File: src/rtl/scan_mux_reg_if.sv
// Channel bus for scan_mux_reg: packed channel data and select controls in,
// registered selected channel and status out.
interface scan_mux_reg_if #(
    parameter int W = 4,
    parameter int N = 4
) ();
    localparam int SELW = $clog2(N);

    logic [N*W-1:0]  din;
    logic            mode;
    logic [SELW-1:0] sel_in;
    logic            hold;
    logic [W-1:0]    y;
    logic [SELW-1:0] ch_out;
    logic            valid;
    logic            wrap;

    modport master (
        output din, mode, sel_in, hold,
        input  y, ch_out, valid, wrap
    );

    modport slave (
        input  din, mode, sel_in, hold,
        output y, ch_out, valid, wrap
    );
endinterface

File: src/rtl/scan_mux_reg.sv
// Registered N-channel, W-bit multiplexer with manual select and auto-scan
// (DWELL cycles per channel), hold freeze and end-of-scan wrap pulse.
module scan_mux_reg #(
    parameter int W     = 4,
    parameter int N     = 4,
    parameter int DWELL = 4
) (
    input  logic          clk,
    input  logic          rst,
    scan_mux_reg_if.slave bus
);
    localparam int SELW = $clog2(N);
    localparam int CW   = (DWELL > 1) ? $clog2(DWELL) : 1;

    localparam logic [SELW:0]   N_EXT  = (SELW+1)'(N);
    localparam logic [SELW-1:0] P_LAST = SELW'(N - 1);
    localparam logic [CW-1:0]   C_LAST = CW'(DWELL - 1);

    logic [W-1:0]    chan [N];
    logic [W-1:0]    y_q;
    logic [SELW-1:0] ch_q;
    logic            valid_q;
    logic            wrap_q;
    logic [SELW-1:0] p;
    logic [CW-1:0]   cnt;

    for (genvar k = 0; k < N; k++) begin : g_chan
        assign chan[k] = bus.din[k*W +: W];
    end

    always_ff @(posedge clk) begin
        if (rst) begin
            y_q     <= '0;
            ch_q    <= '0;
            valid_q <= 1'b0;
            wrap_q  <= 1'b0;
            p       <= '0;
            cnt     <= '0;
        end else if (bus.hold) begin
            wrap_q <= 1'b0;
        end else if (!bus.mode) begin
            // Manual mode parks the scan so re-entry always starts at channel 0
            ch_q   <= bus.sel_in;
            p      <= '0;
            cnt    <= '0;
            wrap_q <= 1'b0;
            if ({1'b0, bus.sel_in} < N_EXT) begin
                y_q     <= chan[bus.sel_in];
                valid_q <= 1'b1;
            end else begin
                y_q     <= '0;
                valid_q <= 1'b0;
            end
        end else begin
            y_q     <= chan[p];
            ch_q    <= p;
            valid_q <= 1'b1;
            if (cnt == C_LAST) begin
                cnt    <= '0;
                p      <= (p == P_LAST) ? '0 : p + SELW'(1);
                wrap_q <= (p == P_LAST);
            end else begin
                cnt    <= cnt + CW'(1);
                wrap_q <= 1'b0;
            end
        end
    end

    assign bus.y      = y_q;
    assign bus.ch_out = ch_q;
    assign bus.valid  = valid_q;
    assign bus.wrap   = wrap_q;
endmodule

File: src/flat_wrapper.sv
// flat-port wrapper written by rule: the top's interface ports become plain ports
module scan_mux_reg_flat 
#(
    parameter int W     = 4,
    parameter int N     = 4,
    parameter int DWELL = 4
)
  (clk, rst, bus_din, bus_mode, bus_sel_in, bus_hold, bus_y, bus_ch_out, bus_valid, bus_wrap);
  scan_mux_reg_if #(.W(W), .N(N)) bus_i ();
  input  logic clk;
  input  logic rst;
  input wire logic [$bits(bus_i.din)-1:0] bus_din;
  input wire logic [$bits(bus_i.mode)-1:0] bus_mode;
  input wire logic [$bits(bus_i.sel_in)-1:0] bus_sel_in;
  input wire logic [$bits(bus_i.hold)-1:0] bus_hold;
  output wire logic [$bits(bus_i.y)-1:0] bus_y;
  output wire logic [$bits(bus_i.ch_out)-1:0] bus_ch_out;
  output wire logic [$bits(bus_i.valid)-1:0] bus_valid;
  output wire logic [$bits(bus_i.wrap)-1:0] bus_wrap;
  assign bus_i.din = bus_din;
  assign bus_i.mode = bus_mode;
  assign bus_i.sel_in = bus_sel_in;
  assign bus_i.hold = bus_hold;
  assign bus_y = bus_i.y;
  assign bus_ch_out = bus_i.ch_out;
  assign bus_valid = bus_i.valid;
  assign bus_wrap = bus_i.wrap;
  scan_mux_reg #(.W(W), .N(N), .DWELL(DWELL)) u_core (.clk(clk), .rst(rst), .bus(bus_i));
endmodule
File: config.mk
export PLATFORM = sky130hd
export DESIGN_NAME = scan_mux_reg_flat
export DESIGN_NICKNAME = d
export VERILOG_FILES = /design/src/rtl/scan_mux_reg_if.sv /design/src/rtl/scan_mux_reg.sv /design/src/flat_wrapper.sv
export SDC_FILE = /design/constraint.sdc
export NUM_CORES = 1
export LEC_CHECK = 0
export ABC_AREA = 1
export BUFFER_PORTS_ARGS = -buffer_cell sky130_fd_sc_hd__buf_2
export CORE_MARGIN = 2
export CORE_UTILIZATION = 49
export CTS_CLUSTER_SIZE = 14
export DETAILED_ROUTE_END_ITERATION = 16
export PLACE_DENSITY = 0.88
export SETUP_SLACK_MARGIN = 0.4
export SLEW_MARGIN = 10
export SYNTH_ARGS = -nofsm -noshare
export SYNTH_HDL_FRONTEND = slang
export SYNTH_SLANG_ARGS = --single-unit
export TNS_END_PERCENT = 50
File: constraint.sdc
create_clock -name clk -period 1.32 [get_ports clk]
set_input_delay 0.198 -clock clk [delete_from_list [all_inputs] [get_ports clk]]
set_output_delay 0.198 -clock clk [all_outputs]
set_load 0.01 [all_outputs]
Word level (Yosys, flattened, before mapping)
Index checks and enable logic that the tools add are counted.
{ "classes": {"n_lt_le_gt_ge": 2, "bitwise": 5, "add_sub_neg": 2, "mux": 13, "reduce_logical": 2, "n_shift": 0, "multipliers": 0, "n_eq_ne": 3, "n_div": 0} }
{ "ops": {"columns": ["operator", "n"], "rows": [
  ["$mux W4", 5],
  ["$bmux W4 S2", 2],
  ["$mux W2", 6],
  ["$ge A3 B3 Y1 const B", 2],
  ["$not A2 Y3", 2],
  ["$add A2 B1 Y2 const B", 2],
  ["$eq A2 B2 Y1 const B", 2],
  ["$reduce_or A4 Y1", 1],
  ["$not A1 Y1", 3],
  ["$ne A2 B1 Y1 const B", 1],
  ["$reduce_and A2 Y1", 1]
]} }
{ "totals": {"ram_bits": 0, "latchBits": 0, "inputBits": 22, "regBits": 12, "mem_count": 0, "out_inout_bits": 8, "word_cells": 33, "mem_bits_ro": 0} }

Logic depth before layout (Yosys ltp)
Gate-level depths: netlist of run 1.
{ "logic_depth": {"depth_word": 5, "ltp_mapped": 9, "depth_no_buf": 8} }

Worst setup path before layout of run 1
Ideal clock, no wire load.
{ "synth_timing": {"path_type": "flip-flop to flip-flop", "start": "register u_core.cnt[0]", "end": "register u_core.p[1]", "required_ns": 1.251, "path_slack_ns": 0.316, "period_less_slack_ns": 1.004, "n_path_buf": 0, "stages_incl_launch_ff": 6, "t_arrival_ns": 0.935, "setup_time_ns": 0.069, "cell_sequence": "dfxtp_1 ha_1 inv_1 a21oi_2 or2_1 o21ai_1"} }
{ "synth_via": {"elab_chain_len": 3} }
{ "synth_lines": {"columns": ["item", "line_no", "source"], "rows": [
  ["start, declared", "scan_mux_reg.sv:25", "logic [CW-1:0] cnt;"],
  ["start signal, assigned", "scan_mux_reg.sv:63", "cnt <= cnt + CW'(1);"],
  ["$eq A2 B2 Y1", "scan_mux_reg.sv:58", "if (cnt == C_LAST) begin"],
  ["$ne A2 B1 Y1 (no source line)", null, null],
  ["$reduce_and A2 Y1 (no source line)", null, null],
  ["end signal, assigned", "scan_mux_reg.sv:60", "p <= (p == P_LAST) ? '0 : p + SELW'(1);"],
  ["end, declared", "scan_mux_reg.sv:24", "logic [SELW-1:0] p;"]
]} }
No other way between the ends.
A chain may end at the register's enable or synchronous reset.

Worst setup path after layout of run 1
{ "layout_timing": {"start": "register u_core.cnt[1]", "end": "register u_core.p[1]"} }
Same word-level chain as after synthesis.

==> out/results.ini, run 1 <==
[run_status]
status=completed

[detailed_routing]
vias_per_cell=4.88
drt-initial-drc-count=21
antenna_left=0
wl_um=2260
vias=1014
first_pass_iters=4
wl_per_cell_um=10.9
remaining_drc_errors=0

[timing]
hold_violations=0
grt_setup_unrepaired=yes
finalMaxSlewViolations=0
setup_slack_ps=269
finClkSkew_ps=1.91
slew_headroom_pct=82.5
layout_min_cycle_time_ps=1050
fin_crit_sh_pct=79.6
setup-violations-final=0
worstMarginPinSlew_ps=260
setup_tns_ps=0
fmax_ghz=0.952

[run]
max_cap_violations=0

[power]
power.total_uw=942
power_density_nw_per_um2=809
peakVddDrop_mv=0.709
p_leak_uw=0.000695

[placed_design]
dp_slack_ps=237
gp_congestion=0.869
placed_area_um2=1040
io_buffers=29
placed_cells=200
dpl.hpwl_um=1550

[clock_tree]
htreeDepth=1
cts-root-buf=clkbuf_4
clk_pin_slew_worst_paths_ps=70
clock_sinks=12
insertion_delay_ps=280
clk_path_buf_depth=2
cts_buffers=3
cts_tree=yes
ctsHoldBuffers=0

[grt]
grt_start_max_net_pins=12
grt_pass1_wl_um=3130
antenna_found_initial=0
grt_pass1_vias=776
grt_use_total_pct=21.0
grt_overflow=0

[floorplan]
start_util_pct=51.4
dieArea_um2=2150
coreArea_um2=1710
die_w_um=46.3
ios=30
placementRows=15
dieHeight_um=46.3

[worst_setup_path]
critPathMaxStageDelay_ps=340
crit_slowest_cell=dfxtp_2
end_kind=flip-flop
startpoint_type=flip-flop
required_ps=1530
rr_worst_depth=5
worstSetupPathType=flip-flop to flip-flop
path_cells=ha_4, inv_2, a21oi_2, or2_1, o21ai_1
worstPathArrival_ps=1270
crit_fanout=3

[min_path]
hold_depth=2
hp-class=input pin to flip-flop

[yosys]
netlist_instances=149
synth-seq-area-share_pct=27.4
syn-cell-area_um2=878
synth.avg_cell_area_um2=5.89
synthXorXnorAreaFrac_pct=0.997
synth_top_family_by_area=simple AND/OR/NAND/NOR gates
synth_compound_gate_area_share_pct=5.27
synthAdderAreaFrac_pct=2.85
yosys-mux-area-fraction_pct=0
ys_types=20
synth_nets=173
yosys_warnings=0
synthSimpleGateAreaFrac_pct=44.2
synth-seq-cells=12

[layout]
diodes=0
multiInputGateArea_um2=528
mostFrequentLayoutCells=nand2_1 (52), buf_2 (29), inv_1 (26)
nNetsFinal=208
seqCellArea_um2=248
nFillCells=145
stdcell_count=208
fin_area_um2=1160
drive_gt1_share_pct=37.2
layout_commonest_cell=nand2_1
syn_to_final_growth_pct=32.6

through the flow:
| stage | utilization, % | hold WS, ps |
|---|---|---|
| floorplan | - | 260 |
| detailed placement | 60.9 | 418 |
| global placement | 60.9 | 410 |
| global route | 68.2 | 133 |
| finish | 68.2 | 115 |
| CTS | 63.2 | 119 |
sequential cells by signal, indices dropped and copies added, names as in the netlist:
name	cells
u_core.bus.y	4
u_core.bus.ch_out	2
u_core.cnt	2
u_core.p	2
u_core.bus.valid	1
u_core.bus.wrap	1
power breakdown:
part	switching, uW	total [uW]	internal (uW)	leakage, uW
logic	144	248	104	0.000574
clock network	127	296	168	0.0000210
registers	16.9	399	382	0.000100
layout make-up:
| class | instances | area share [%] |
|---|---|---|
| clock buffer | 4 | 3.11 |
| inverter | 33 | 11.9 |
| multi-input combinational | 101 | 45.3 |
| sequential | 12 | 21.3 |
| tap | 25 | 2.69 |
| timing repair buffer | 33 | 15.7 |
cell usage after synthesis:
master	count	share of area [%]
nand2_1	59	25
nand4_1	1	0.71
nor2_1	3	1.3
o21ai_0	1	0.57
buf_6	3	3.8
inv_1	27	12
nor4_1	1	0.71
ha_1	2	2.8
nand3_1	21	12
a21oi_2	1	1.0
inv_4	3	2.1
o221ai_1	2	2.0
xor2_1	1	1.0
or2_1	1	0.71
a21oi_1	2	1.1
o21ai_1	1	0.57
inv_6	1	1.0
dfxtp_1	12	27
nand2_2	5	3.6
inv_2	2	0.86
worst max-delay path, delay by kind of cell, from the launching register on:
family	cells	cell delay (ps)
adders and majority gates	1	160
AOI/OAI and AO/OA	2	180
DFF	1	340
and+or+nand+nor	1	240
buffers and inverters	1	70
metal layers:
metal	track usage (%)	routed length (um)	share of wire, %
met1	25.8	985	44
met3	3.53	163	7.2
met5	0	0	0
met4	13.7	60	2.7
met2	33.3	1050	46
final timing paths:
path | start | to | slack, ps
hold reg to reg | u_core.bus.valid$_SDFFE_PP0N_ | u_core.bus.valid$_SDFFE_PP0N_ | 470
setup reg to reg | u_core.cnt[1]$_SDFFE_PP0N_ | u_core.p[1]$_SDFFE_PP0P_ | 270
setup / recovery | u_core.cnt[1]$_SDFFE_PP0N_ | u_core.p[1]$_SDFFE_PP0P_ | 270
hold / removal | rst | u_core.cnt[1]$_SDFFE_PP0N_ | 120
cell families (layout without fill, tap and decap cells):
logic type | count (synthesis) | after routing
xor gates and xnor gates | 1 | 1
buffers and inverters | 36 | 70
and+or+nand+nor | 91 | 91
DFF | 12 | 12
adders and majority gates | 2 | 2
AOI/OAI and AO/OA | 7 | 7
repair_timing:
item,4_1_cts,5_1_grt
pin swaps,0,15
resized for setup,2,17
setup endpoints to repair,17,18
setup buffers,0,4
Note: power is estimated with default switching activity, not from simulation.
==> inputs of run 2 (changes only) <==
==> constraint.sdc (replaced) <==
create_clock -name clk -period 1 [get_ports clk]
set_input_delay 0.15 -clock clk [delete_from_list [all_inputs] [get_ports clk]]
set_output_delay 0.15 -clock clk [all_outputs]
set_load 0.01 [all_outputs]
==> run 2 against run 1 <==
Effect of this change:
- sequential share of layout area shrank 0.83 points
- sequential power grew 35%
- core utilization grew 5.3 points
- the run now ends with negative setup slack left
- final cell count grew 0.48%
- worst hold slack lost 30 ps
- critical path depth is the same
- worst setup slack lost 330 ps
- design area grew 7.7%
- die area is the same
- sequential cell count is the same
- count of clock-buffer cells in the layout is the same
==> out/results.ini, run 2 (synthesized netlist as in run 1, its figures left out) <==
[run_status]
status=complete, but fails checks
violations=negative setup slack

[timing]
fmax_ghz=0.942  ; -1.1%
slew_headroom_pct=82.0  ; -0.43 points
whs_ps=85.5  ; -29.6 ps
layout_min_cycle_time_ps=1060  ; +11.4 ps
setup-violations-final=7  ; +7
fin_crit_sh_pct=106  ; +27 points
hold_violations=0  ; unchanged
grt_setup_unrepaired=yes
setup_slack_ps=-61.9  ; -331 ps
setup_tns_ps=-218  ; -218 ps
worstMarginPinSlew_ps=269  ; +8.51 ps
finClkSkew_ps=13.7  ; +11.8 ps
finalMaxSlewViolations=0  ; unchanged

[detailed_routing]
vias_per_cell=5.16  ; +5.9%
first_pass_iters=4  ; unchanged
wl_um=2610  ; +16%
wl_per_cell_um=12.5  ; +15%
remaining_drc_errors=0  ; unchanged
drt-initial-drc-count=39  ; +86%
vias=1079  ; +6.4%
antenna_left=0  ; unchanged

[grt]
grt_start_max_net_pins=12  ; unchanged
grt_pass1_vias=1015  ; +31%
grt_overflow=0  ; unchanged
antenna_found_initial=0  ; unchanged
grt_pass1_wl_um=4130  ; +32%
grt_use_total_pct=26.6  ; +5.6 points

[layout]
nNetsFinal=209  ; +0.48%
layout_commonest_cell=nand2_1
nFillCells=114  ; -21%
final_util_pct=73.5  ; +5.3 points
syn_to_final_growth_pct=42.9
diodes=0  ; unchanged
drive_gt1_share_pct=42.9  ; +5.8 points
largest_register_ffs=4  ; unchanged
multiInputGateArea_um2=561  ; +6.2%
mostFrequentLayoutCells=nand2_1 (55), inv_1 (25), buf_2 (22)
seqCellArea_um2=256  ; +3.5%

[clock_tree]
clk_path_buf_depth=2  ; unchanged
htreeDepth=1  ; unchanged
cts_buffers=3  ; unchanged
cts-root-buf=clkbuf_4
cts_tree=yes
ctsHoldBuffers=0  ; unchanged
clk_pin_slew_worst_paths_ps=70  ; about the same
insertion_delay_ps=290  ; about the same
clock_sinks=12  ; unchanged

[run]
max_cap_violations=0  ; unchanged

[worst_setup_path]
crit_fanout=3  ; unchanged
worstSetupPathType=flip-flop to flip-flop
required_ps=1210  ; -320 ps
worstPathArrival_ps=1270  ; about the same
startpoint_type=flip-flop
end_kind=flip-flop

[power]
clock_power_share_pct=31.1  ; -0.3 points
switchingPower_uw=414  ; +44%
power_density_nw_per_um2=1040  ; +28%
peakVddDrop_mv=1.15  ; +62%
p_int_uw=887  ; +36%
seq_power_share_pct=41.4  ; -0.9 points
swShare_pct=31.8  ; +1.3 points
combPwrFrac_pct=27.5  ; +1.2 points
p_leak_uw=0.000711  ; +2.2%

[floorplan]
coreArea_um2=1710  ; unchanged
start_util_pct=51.4  ; unchanged
dieArea_um2=2150  ; unchanged
ios=30  ; unchanged
placementRows=15  ; unchanged
die_w_um=46.3  ; unchanged
dieHeight_um=46.3  ; unchanged

[placed_design]
dpl.hpwl_um=1620  ; +4.8%
io_buffers=29  ; unchanged
gp_congestion=0.863  ; -0.67%

[min_path]
hp-class=input pin to flip-flop

run 2: cell count changes in the layout (fill, tap and decap cells not counted), sizes merged:
cell and delta:
buf +1
run 2: critical path, cell delays in order, from the launching register on:
cell     delay [ps]
dfxtp_2         340
ha_4            170
inv_4            60
a21oi_4          50
or2_1           230
o21ai_1         130
run 2: what timing repair did:
item / in CTS / in global routing
endpoints found under the setup margin: 19 / 20
resized for setup: 28 / 9
buffers inserted: 2 / 1
pin swaps: 6 / 5
run 2: area by class of cell:
type / instances / share of cell area [%]
repair buffers: 34 / 18.0
flip-flops and latches: 12 / 20.4
inverters: 33 / 11.5
well taps: 25 / 2.49
clock buffers: 4 / 2.89
multi-input cells: 101 / 44.7
run 2: power by group through the flow:
stage          combinational, uW  clock [uW]  sequential [uW]
3_3_place_gp                 279           0              539
2_1_floorplan                196           0              541
6_report                     358         405              538
4_1_cts                      332         390              537
3_5_place_dp                 285           0              541
5_1_grt                      396         432              542
run 2: layer usage:
layer / share of wire, % / routed length [um] / vias up / global-route usage, %
met5: 0 / 0 / - / 0
met4: 3.1 / 82 / 0 / 13.1
met3: 9.2 / 239 / 12 / 6.27
met2: 49 / 1290 / 66 / 43.1
met1: 38 / 997 / 475 / 32.7
li1: - / - / 526 / -
run 2: final timing paths:
path         depth (start not counted)                        from  slack (ps)                    endpoint
min reg2reg                          2  u_core.cnt[1]$_SDFFE_PP0N_         490  u_core.cnt[1]$_SDFFE_PP0N_
max                                  5  u_core.cnt[1]$_SDFFE_PP0N_         -60    u_core.p[1]$_SDFFE_PP0P_
max reg2reg                          5  u_core.cnt[1]$_SDFFE_PP0N_         -60    u_core.p[1]$_SDFFE_PP0P_
min                                  2                         rst          90  u_core.cnt[1]$_SDFFE_PP0N_
run 2: stage by stage:
| step | total power, uW | cells | setup slack [ps] | cell area [um2] |
|---|---|---|---|---|
| global route | 1370 | 209 | -97.5 | 1250 |
| finish | 1300 | 209 | -61.9 | 1250 |
| floorplan | 737 | 149 | 61.5 | 897 |
| global placement | 818 | 202 | 1.87 | 1050 |
| CTS | 1260 | 208 | -42.0 | 1220 |
| detailed placement | 826 | 202 | -81.0 | 1050 |
